`config.mk`:
```
export PLATFORM = sky130hd
export DESIGN_NAME = shader_sequencer
export DESIGN_NICKNAME = d
export VERILOG_FILES = /design/src/rtl/shader_pkg.sv /design/src/rtl/shader_sequencer.sv
export SDC_FILE = /design/constraint.sdc
export NUM_CORES = 1
export LEC_CHECK = 0
export CAP_MARGIN = 30
export CORE_MARGIN = 5
export CORE_UTILIZATION = 52
export DETAILED_ROUTE_END_ITERATION = 8
export DONT_BUFFER_PORTS = 1
export HOLD_SLACK_MARGIN = 0.03
export PLACE_DENSITY = 0.67
export SYNTH_ARGS = -nofsm -noshare
export SYNTH_HDL_FRONTEND = slang
export SYNTH_SLANG_ARGS = --single-unit
```
`constraint.sdc`:
```
create_clock -name clk_i -period 4.1 [get_ports clk_i]
set_clock_uncertainty 0.1 [all_clocks]
set_input_delay 0.82 -clock clk_i [delete_from_list [all_inputs] [get_ports clk_i]]
set_output_delay 0.82 -clock clk_i [all_outputs]
set_load 0.03 [all_outputs]
```
`src/rtl/shader_pkg.sv`:
```
// Shared types and constants for the shader sequencer and its memory.
// The optional PAD state only exists when SHADER_SEQ_LOAD_TIMEOUT_EN is defined.
package shader_pkg;

    typedef logic [7:0] instr_t;

    typedef enum logic [1:0] {
        ST_IDLE = 2'd0,
        ST_EXEC = 2'd1,
`ifdef SHADER_SEQ_LOAD_TIMEOUT_EN
        ST_LOAD = 2'd2,
        ST_PAD  = 2'd3
`else
        ST_LOAD = 2'd2
`endif
    } seq_state_e;

    localparam instr_t NOP = 8'b01_00_00_00;

    // Counter width for values 0..n-1, never narrower than one bit.
    function automatic int idx_w(input int n);
        return (n > 1) ? $clog2(n) : 1;
    endfunction

endpackage

```
`src/rtl/shader_sequencer.sv`:
```
// shader_sequencer: owns the shift/load port of the shader instruction
// shift-register memory. Replays the program once per pixel (NUM_INSTR
// rotations) and streams new program bytes in between pixels.
// Optional feature: SHADER_SEQ_LOAD_TIMEOUT_EN adds a load-session timeout
// that pads a short session with rotations so slot 0 stays at word 0.
//
// state | meaning
// IDLE  | waiting for a pixel request or the first byte of a load session
// EXEC  | rotating the memory, one instruction slot per cycle
// LOAD  | accepting program bytes, one shift-load per accepted byte
// PAD   | (timeout build only) rotating the remaining slots after a stall
module shader_sequencer
    import shader_pkg::*;
#(
    parameter int NUM_INSTR      = 16,
    parameter int TIMEOUT_CYCLES = 1024
) (
    input  logic                         clk_i,
    input  logic                         rst_ni,
    input  logic                         pixel_start_i,
    output logic                         exec_valid_o,
    output logic [$clog2(NUM_INSTR)-1:0] exec_idx_o,
    output logic                         exec_last_o,
    output logic                         pixel_miss_o,
    input  logic                         byte_valid_i,
    input  logic [7:0]                   byte_data_i,
    output logic                         byte_ready_o,
    output logic                         load_done_o,
    output logic                         load_timeout_o,
    output logic                         shift_o,
    output logic                         load_o,
    output logic [7:0]                   instr_o,
    output logic                         busy_o
);

    localparam int IW = $clog2(NUM_INSTR);
    localparam int CW = idx_w(NUM_INSTR + 1);

    if (NUM_INSTR < 2) begin : g_bad_num_instr
        $error("shader_sequencer: NUM_INSTR must be at least 2");
    end
    if (TIMEOUT_CYCLES < 1) begin : g_bad_timeout
        $error("shader_sequencer: TIMEOUT_CYCLES must be at least 1");
    end

    seq_state_e      state_q, state_d;
    logic [IW-1:0]   idx_q, idx_d;
    logic [CW-1:0]   cnt_q, cnt_d;
    logic            miss_q, miss_d;
    logic            ld_shift_q;
    logic            ld_last_q;
    instr_t          instr_q;
    logic            ready;
    logic            accept;
    logic            idx_end;
    logic            cnt_end;

`ifdef SHADER_SEQ_LOAD_TIMEOUT_EN
    localparam int TW = idx_w(TIMEOUT_CYCLES);
    logic [TW-1:0]   tmo_q, tmo_d;
    logic [CW-1:0]   pad_q, pad_d;
`endif

    assign ready   = ((state_q == ST_IDLE) && !pixel_start_i) || (state_q == ST_LOAD);
    assign accept  = byte_valid_i && ready;
    assign idx_end = (idx_q == IW'(NUM_INSTR - 1));
    assign cnt_end = (cnt_q == CW'(NUM_INSTR - 1));

    // Next-state, slot index, load count and drop detection.
    always_comb begin
        state_d = state_q;
        idx_d   = idx_q;
        cnt_d   = cnt_q;
        miss_d  = 1'b0;
`ifdef SHADER_SEQ_LOAD_TIMEOUT_EN
        tmo_d   = tmo_q;
        pad_d   = pad_q;
`endif
        case (state_q)
            ST_IDLE: begin
                if (pixel_start_i) begin
                    state_d = ST_EXEC;
                    idx_d   = '0;
                end else if (accept) begin
                    state_d = ST_LOAD;
                    cnt_d   = CW'(1);
`ifdef SHADER_SEQ_LOAD_TIMEOUT_EN
                    tmo_d   = TW'(TIMEOUT_CYCLES - 1);
`endif
                end
            end
            ST_EXEC: begin
                if (idx_end) begin
                    idx_d = '0;
                    if (!pixel_start_i) begin
                        state_d = ST_IDLE;
                    end
                end else begin
                    idx_d  = idx_q + IW'(1);
                    miss_d = pixel_start_i;
                end
            end
            ST_LOAD: begin
                miss_d = pixel_start_i;
                if (accept) begin
                    if (cnt_end) begin
                        state_d = ST_IDLE;
                        cnt_d   = '0;
                    end else begin
                        cnt_d   = cnt_q + CW'(1);
                    end
`ifdef SHADER_SEQ_LOAD_TIMEOUT_EN
                    tmo_d = TW'(TIMEOUT_CYCLES - 1);
                end else if (tmo_q == '0) begin
                    state_d = ST_PAD;
                    pad_d   = CW'(NUM_INSTR) - cnt_q;
                end else begin
                    tmo_d = tmo_q - TW'(1);
`endif
                end
            end
`ifdef SHADER_SEQ_LOAD_TIMEOUT_EN
            ST_PAD: begin
                miss_d = pixel_start_i;
                pad_d  = pad_q - CW'(1);
                if (pad_q == CW'(1)) begin
                    state_d = ST_IDLE;
                    cnt_d   = '0;
                end
            end
`endif
            default: begin
                state_d = ST_IDLE;
                idx_d   = '0;
                cnt_d   = '0;
            end
        endcase
    end

    // State and counter registers.
    always_ff @(posedge clk_i or negedge rst_ni) begin
        if (!rst_ni) begin
            state_q <= ST_IDLE;
            idx_q   <= '0;
            cnt_q   <= '0;
            miss_q  <= 1'b0;
        end else begin
            state_q <= state_d;
            idx_q   <= idx_d;
            cnt_q   <= cnt_d;
            miss_q  <= miss_d;
        end
    end

`ifdef SHADER_SEQ_LOAD_TIMEOUT_EN
    // Stall timer and remaining-rotation counter for short load sessions.
    always_ff @(posedge clk_i or negedge rst_ni) begin
        if (!rst_ni) begin
            tmo_q <= '0;
            pad_q <= '0;
        end else begin
            tmo_q <= tmo_d;
            pad_q <= pad_d;
        end
    end
`endif

    // Accepted bytes are registered and written one cycle later.
    always_ff @(posedge clk_i or negedge rst_ni) begin
        if (!rst_ni) begin
            ld_shift_q <= 1'b0;
            ld_last_q  <= 1'b0;
            instr_q    <= '0;
        end else begin
            ld_shift_q <= accept;
            ld_last_q  <= accept && (state_q == ST_LOAD) && cnt_end;
            if (accept) begin
                instr_q <= byte_data_i;
            end
        end
    end

    // Output decode; load shifts never coincide with EXEC or PAD rotations.
    always_comb begin
        exec_valid_o = (state_q == ST_EXEC);
        exec_idx_o   = idx_q;
        exec_last_o  = (state_q == ST_EXEC) && idx_end;
        pixel_miss_o = miss_q;
        byte_ready_o = ready;
        load_done_o  = ld_last_q;
        load_o       = ld_shift_q;
        instr_o      = instr_q;
        busy_o       = (state_q != ST_IDLE);
`ifdef SHADER_SEQ_LOAD_TIMEOUT_EN
        shift_o        = (state_q == ST_EXEC) || (state_q == ST_PAD) || ld_shift_q;
        load_timeout_o = (state_q == ST_PAD) && (pad_q == CW'(1));
`else
        shift_o        = (state_q == ST_EXEC) || ld_shift_q;
        load_timeout_o = 1'b0;
`endif
    end

endmodule

```
==> reports/qor.csv <==
metric,value,unit
antenna_cells,0,
powerDensity,830,nW/µm²
final_routed_wire_length_divided_by_cell_count,17.0,µm
detail_route.first_pass.iterations,4,
clock_sinks,22,
post_synth_xor_area_fraction,0,%
synth_top_family_by_area,simple AND/OR/NAND/NOR gates,
route.final.wire_length,2130,µm
layout-drive-gt1-share,24.7,%
netlist.area_leader.share,48.4,%
fraction_of_synthesized_area_in_multiplexers,12.8,%
fin_setup_tns,0,ns
clock_latency,0.31,ns
crit_required,3.18,ns
clk_path_buf_depth,2,
floorplan.die.height,56.8,µm
timing.critical_path.slowest_cell_delay,0.54,ns
final_core_utilization,56.4,%
total_leakage_power,0.583,nW
synth.yosys.seq_area_share,48.4,%
grt.total_usage,13.8,%
floorplan.io_pins,33,
largest_driver_fanout_on_the_critical_path,9,
timing_worst_setup_path_type,reg2out,
synth_area_leaders,"sky130_fd_sc_hd__dfrtp_1, sky130_fd_sc_hd__mux2_4, sky130_fd_sc_hd__ha_1",
initial_utilization,52.9,%
routed_via_density,5.62,
synth-simple-area-share,16.1,%
cts.root.buffer_cell,sky130_fd_sc_hd__clkbuf_4,
kind_of_cell_adding_the_most_delay_to_the_critical_path,adder cells,
grt_remaining_overflow,0,
post-route-period-util,70.6,%
drc,0,
syn_inst,95,
std_cell_rows,17,
synthesized_flop_and_latch_total,22,
antenna_violations_before_repair,0,
cts_hold_repair.buffers,0,
floorplan.die.width,56.8,µm
max_freq,345,MHz
grt_start_max_net_pins,23,
synth_top_area_cell,sky130_fd_sc_hd__dfrtp_1,
grt_pass1_vias,732,
drt.antenna.violating_nets,0,
met3_usage,4.37,%
cp-end-kind,output pin,
h-tree-depth,1,
clock_transition_at_path_regs,0.13,ns
path_buf_inv,2,
synth_cell_types,37,
rsz0062_at_grt,no,
min-delay-path-class,in2async,
iteration_0_drc_count_of_the_detailed_router,11,
cts_resized,0,
syn-mean-instance-area,12.0,µm²
yosys.area_share.adder,5.50,%
number_of_buffers_added_by_the_clock_tree_synthesis_step,3,
timing.critical_path.arrival,1.98,ns
routability_cong,0.741,
dr_total_vias,703,
grt_pass1_wl,3500,µm
ys_warn_count,0,
worst_setup_path_start_kind,flip-flop,
worstPathCellList,inv_1 > ha_1 > inv_2 > nor2_1,
synth-compound-area-share,13.1,%
postCtsSetupRepairBufs,0,
run_status,completed,
post_synth_instance_area,1140,µm²
worst_ir_drop_vdd,0.479,mV
m1_gr_usage,16.5,%
crit_slowest_cell,sky130_fd_sc_hd__ha_1,
tritoncts,built,
grt_most_used_layer,met2,
final.min_clock_period,2.90,ns
full_die_area,3220,µm²
synth_fp_nets,112,
totalPowerFinal,1.01,mW
hold_viol,0,
port-buffer-count,0,
core_area,2150,µm²
groute.layer.met2.usage,22.6,%
fin_nets,115,
worst_slew_pin_slew,0.598,ns
detailedPlacementHpwl,1640,µm
slew_headroom,60.1,%
syn_to_final_growth,6.60,%
finalSetupViolations,0,
cap_violations,0,
timing.final.max_slew_violations,0,
[flip-flops by register name, summed over array words and instances (netlist names)]
signal and flops:
instr_o 8, state_q 2, pixel_miss_o 1, load_done_o 1, cnt_q 5, load_o 1
exec_idx_o 4
[cell usage after synthesis]
cell type / n
sky130_fd_sc_hd__a21boi_0: 1
sky130_fd_sc_hd__mux2_4: 9
sky130_fd_sc_hd__conb_1: 1
sky130_fd_sc_hd__ha_1: 5
sky130_fd_sc_hd__nor2_4: 1
sky130_fd_sc_hd__dfrtp_1: 22
sky130_fd_sc_hd__nand2_8: 1
sky130_fd_sc_hd__nand2_1: 10
sky130_fd_sc_hd__nor2b_1: 2
sky130_fd_sc_hd__a2bb2oi_1: 1
sky130_fd_sc_hd__o2111ai_1: 1
sky130_fd_sc_hd__nor4_1: 1
sky130_fd_sc_hd__a211o_1: 1
sky130_fd_sc_hd__o31ai_1: 2
sky130_fd_sc_hd__nor3_2: 1
sky130_fd_sc_hd__buf_2: 1
sky130_fd_sc_hd__buf_4: 1
sky130_fd_sc_hd__a21oi_1: 2
sky130_fd_sc_hd__a21o_1: 1
sky130_fd_sc_hd__inv_1: 5
sky130_fd_sc_hd__nor2_1: 5
sky130_fd_sc_hd__a22o_1: 1
sky130_fd_sc_hd__o41ai_1: 1
sky130_fd_sc_hd__nand3_1: 4
sky130_fd_sc_hd__mux2i_1: 1
sky130_fd_sc_hd__or2_2: 1
sky130_fd_sc_hd__nor3_1: 2
sky130_fd_sc_hd__o21ai_0: 2
sky130_fd_sc_hd__o211ai_2: 1
sky130_fd_sc_hd__inv_2: 1
sky130_fd_sc_hd__nor2b_4: 1
sky130_fd_sc_hd__nand3_2: 1
sky130_fd_sc_hd__nand2b_1: 1
sky130_fd_sc_hd__a31oi_4: 1
sky130_fd_sc_hd__o21ai_4: 1
sky130_fd_sc_hd__inv_6: 1
sky130_fd_sc_hd__o21ai_1: 1
[report_power, final]
group,switching [mW],internal (mW),total [mW],leakage (nW)
clock,0.0675,0.0989,0.166,0.0279
sequential,0.161,0.284,0.445,0.282
combinational,0.223,0.172,0.395,0.273
total,0.452,0.555,1.01,0.583
[layout by cell type, fill, tap and decap left out]
cell                        instances
sky130_fd_sc_hd__a21boi_0           1
sky130_fd_sc_hd__nor2b_4            1
sky130_fd_sc_hd__o21ai_0            2
sky130_fd_sc_hd__a31oi_4            1
sky130_fd_sc_hd__bufinv_16          1
sky130_fd_sc_hd__clkbuf_4           3
sky130_fd_sc_hd__a211o_1            1
sky130_fd_sc_hd__nor2_4             1
sky130_fd_sc_hd__a21oi_1            2
sky130_fd_sc_hd__inv_2              1
sky130_fd_sc_hd__o31ai_1            2
sky130_fd_sc_hd__o2111ai_1          1
sky130_fd_sc_hd__nor3_1             2
sky130_fd_sc_hd__o21ai_4            1
sky130_fd_sc_hd__a2bb2oi_1          1
sky130_fd_sc_hd__dfrtp_1           22
sky130_fd_sc_hd__nor2_1             5
sky130_fd_sc_hd__inv_1              5
sky130_fd_sc_hd__nor3_2             1
sky130_fd_sc_hd__mux2i_1            1
sky130_fd_sc_hd__o21ai_1            1
sky130_fd_sc_hd__or2_2              1
sky130_fd_sc_hd__mux2_4             9
sky130_fd_sc_hd__nand3_2            1
sky130_fd_sc_hd__nand2_1           10
sky130_fd_sc_hd__conb_1             1
sky130_fd_sc_hd__o211ai_2           1
sky130_fd_sc_hd__a21o_1             1
sky130_fd_sc_hd__nand2_8            1
sky130_fd_sc_hd__nor4_1             1
sky130_fd_sc_hd__nor2b_1            2
sky130_fd_sc_hd__nand2b_1           1
sky130_fd_sc_hd__nand3_1            4
sky130_fd_sc_hd__inv_6              1
sky130_fd_sc_hd__o41ai_1            1
sky130_fd_sc_hd__a22o_1             1
sky130_fd_sc_hd__ha_1               5
[per-stage QoR]
| stage | instance area [µm²] | hold slack [ns] | cells | setup WS [ns] |
|---|---|---|---|---|
| 6_report | 1210 | 0.0775 | 125 | 1.20 |
| 5_1_grt | 1210 | 0.0492 | 125 | 1.06 |
| 4_1_cts | 1210 | 0.0752 | 125 | 1.17 |
| 3_5_place_dp | 1160 | 0.414 | 121 | 1.53 |
| 3_3_place_gp | 1160 | 0.409 | 121 | 1.59 |
| 2_1_floorplan | 1140 | 0.384 | 95 | 1.69 |
[final cells by class]
class,count,area (µm²)
Clock buffer,3,22.5
Clock inverter,1,30.0
Fill cell,183,936
Inverter,7,31.3
Multi-Input combinational cell,64,543
Sequential cell,22,551
Tap cell,28,35.0
[kinds of logic (layout without fill, tap and decap cells)]
| group | Yosys count | after routing |
|---|---|---|
| simple gates | 31 | 31 |
| flops | 22 | 22 |
| compound gates | 17 | 17 |
| mux | 10 | 10 |
| buf+inv | 9 | 11 |
| fa+ha+maj | 5 | 5 |
| other cells | 1 | 1 |
[metal layers]
metal  vias to the layer above  wire [µm]
met2                        23       1080
li1                        334          -
met1                       341        855
met4                         0         36
met3                         5        159
met5                         -          0
[worst paths after layout]
check                                  startpoint                endpoint  slack (ns)  cells after the start
max                        state_q[1]$_DFFE_PN0P_             exec_last_o        1.20                      4
min                                        rst_ni  instr_o[5]$_DFFE_PN0P_        0.08                      0
max reg2reg                state_q[1]$_DFFE_PN0P_    cnt_q[3]$_DFFE_PN0P_        2.14                      6
min reg2reg                  cnt_q[2]$_DFFE_PN0P_    cnt_q[2]$_DFFE_PN0P_        0.44                      1
max in group asynchronous                  rst_ni  state_q[0]$_DFFE_PN0P_        3.74                      0
min in group clk_i           cnt_q[2]$_DFFE_PN0P_    cnt_q[2]$_DFFE_PN0P_        0.44                      1
No activity file was read; power rests on OpenSTA's default activity.
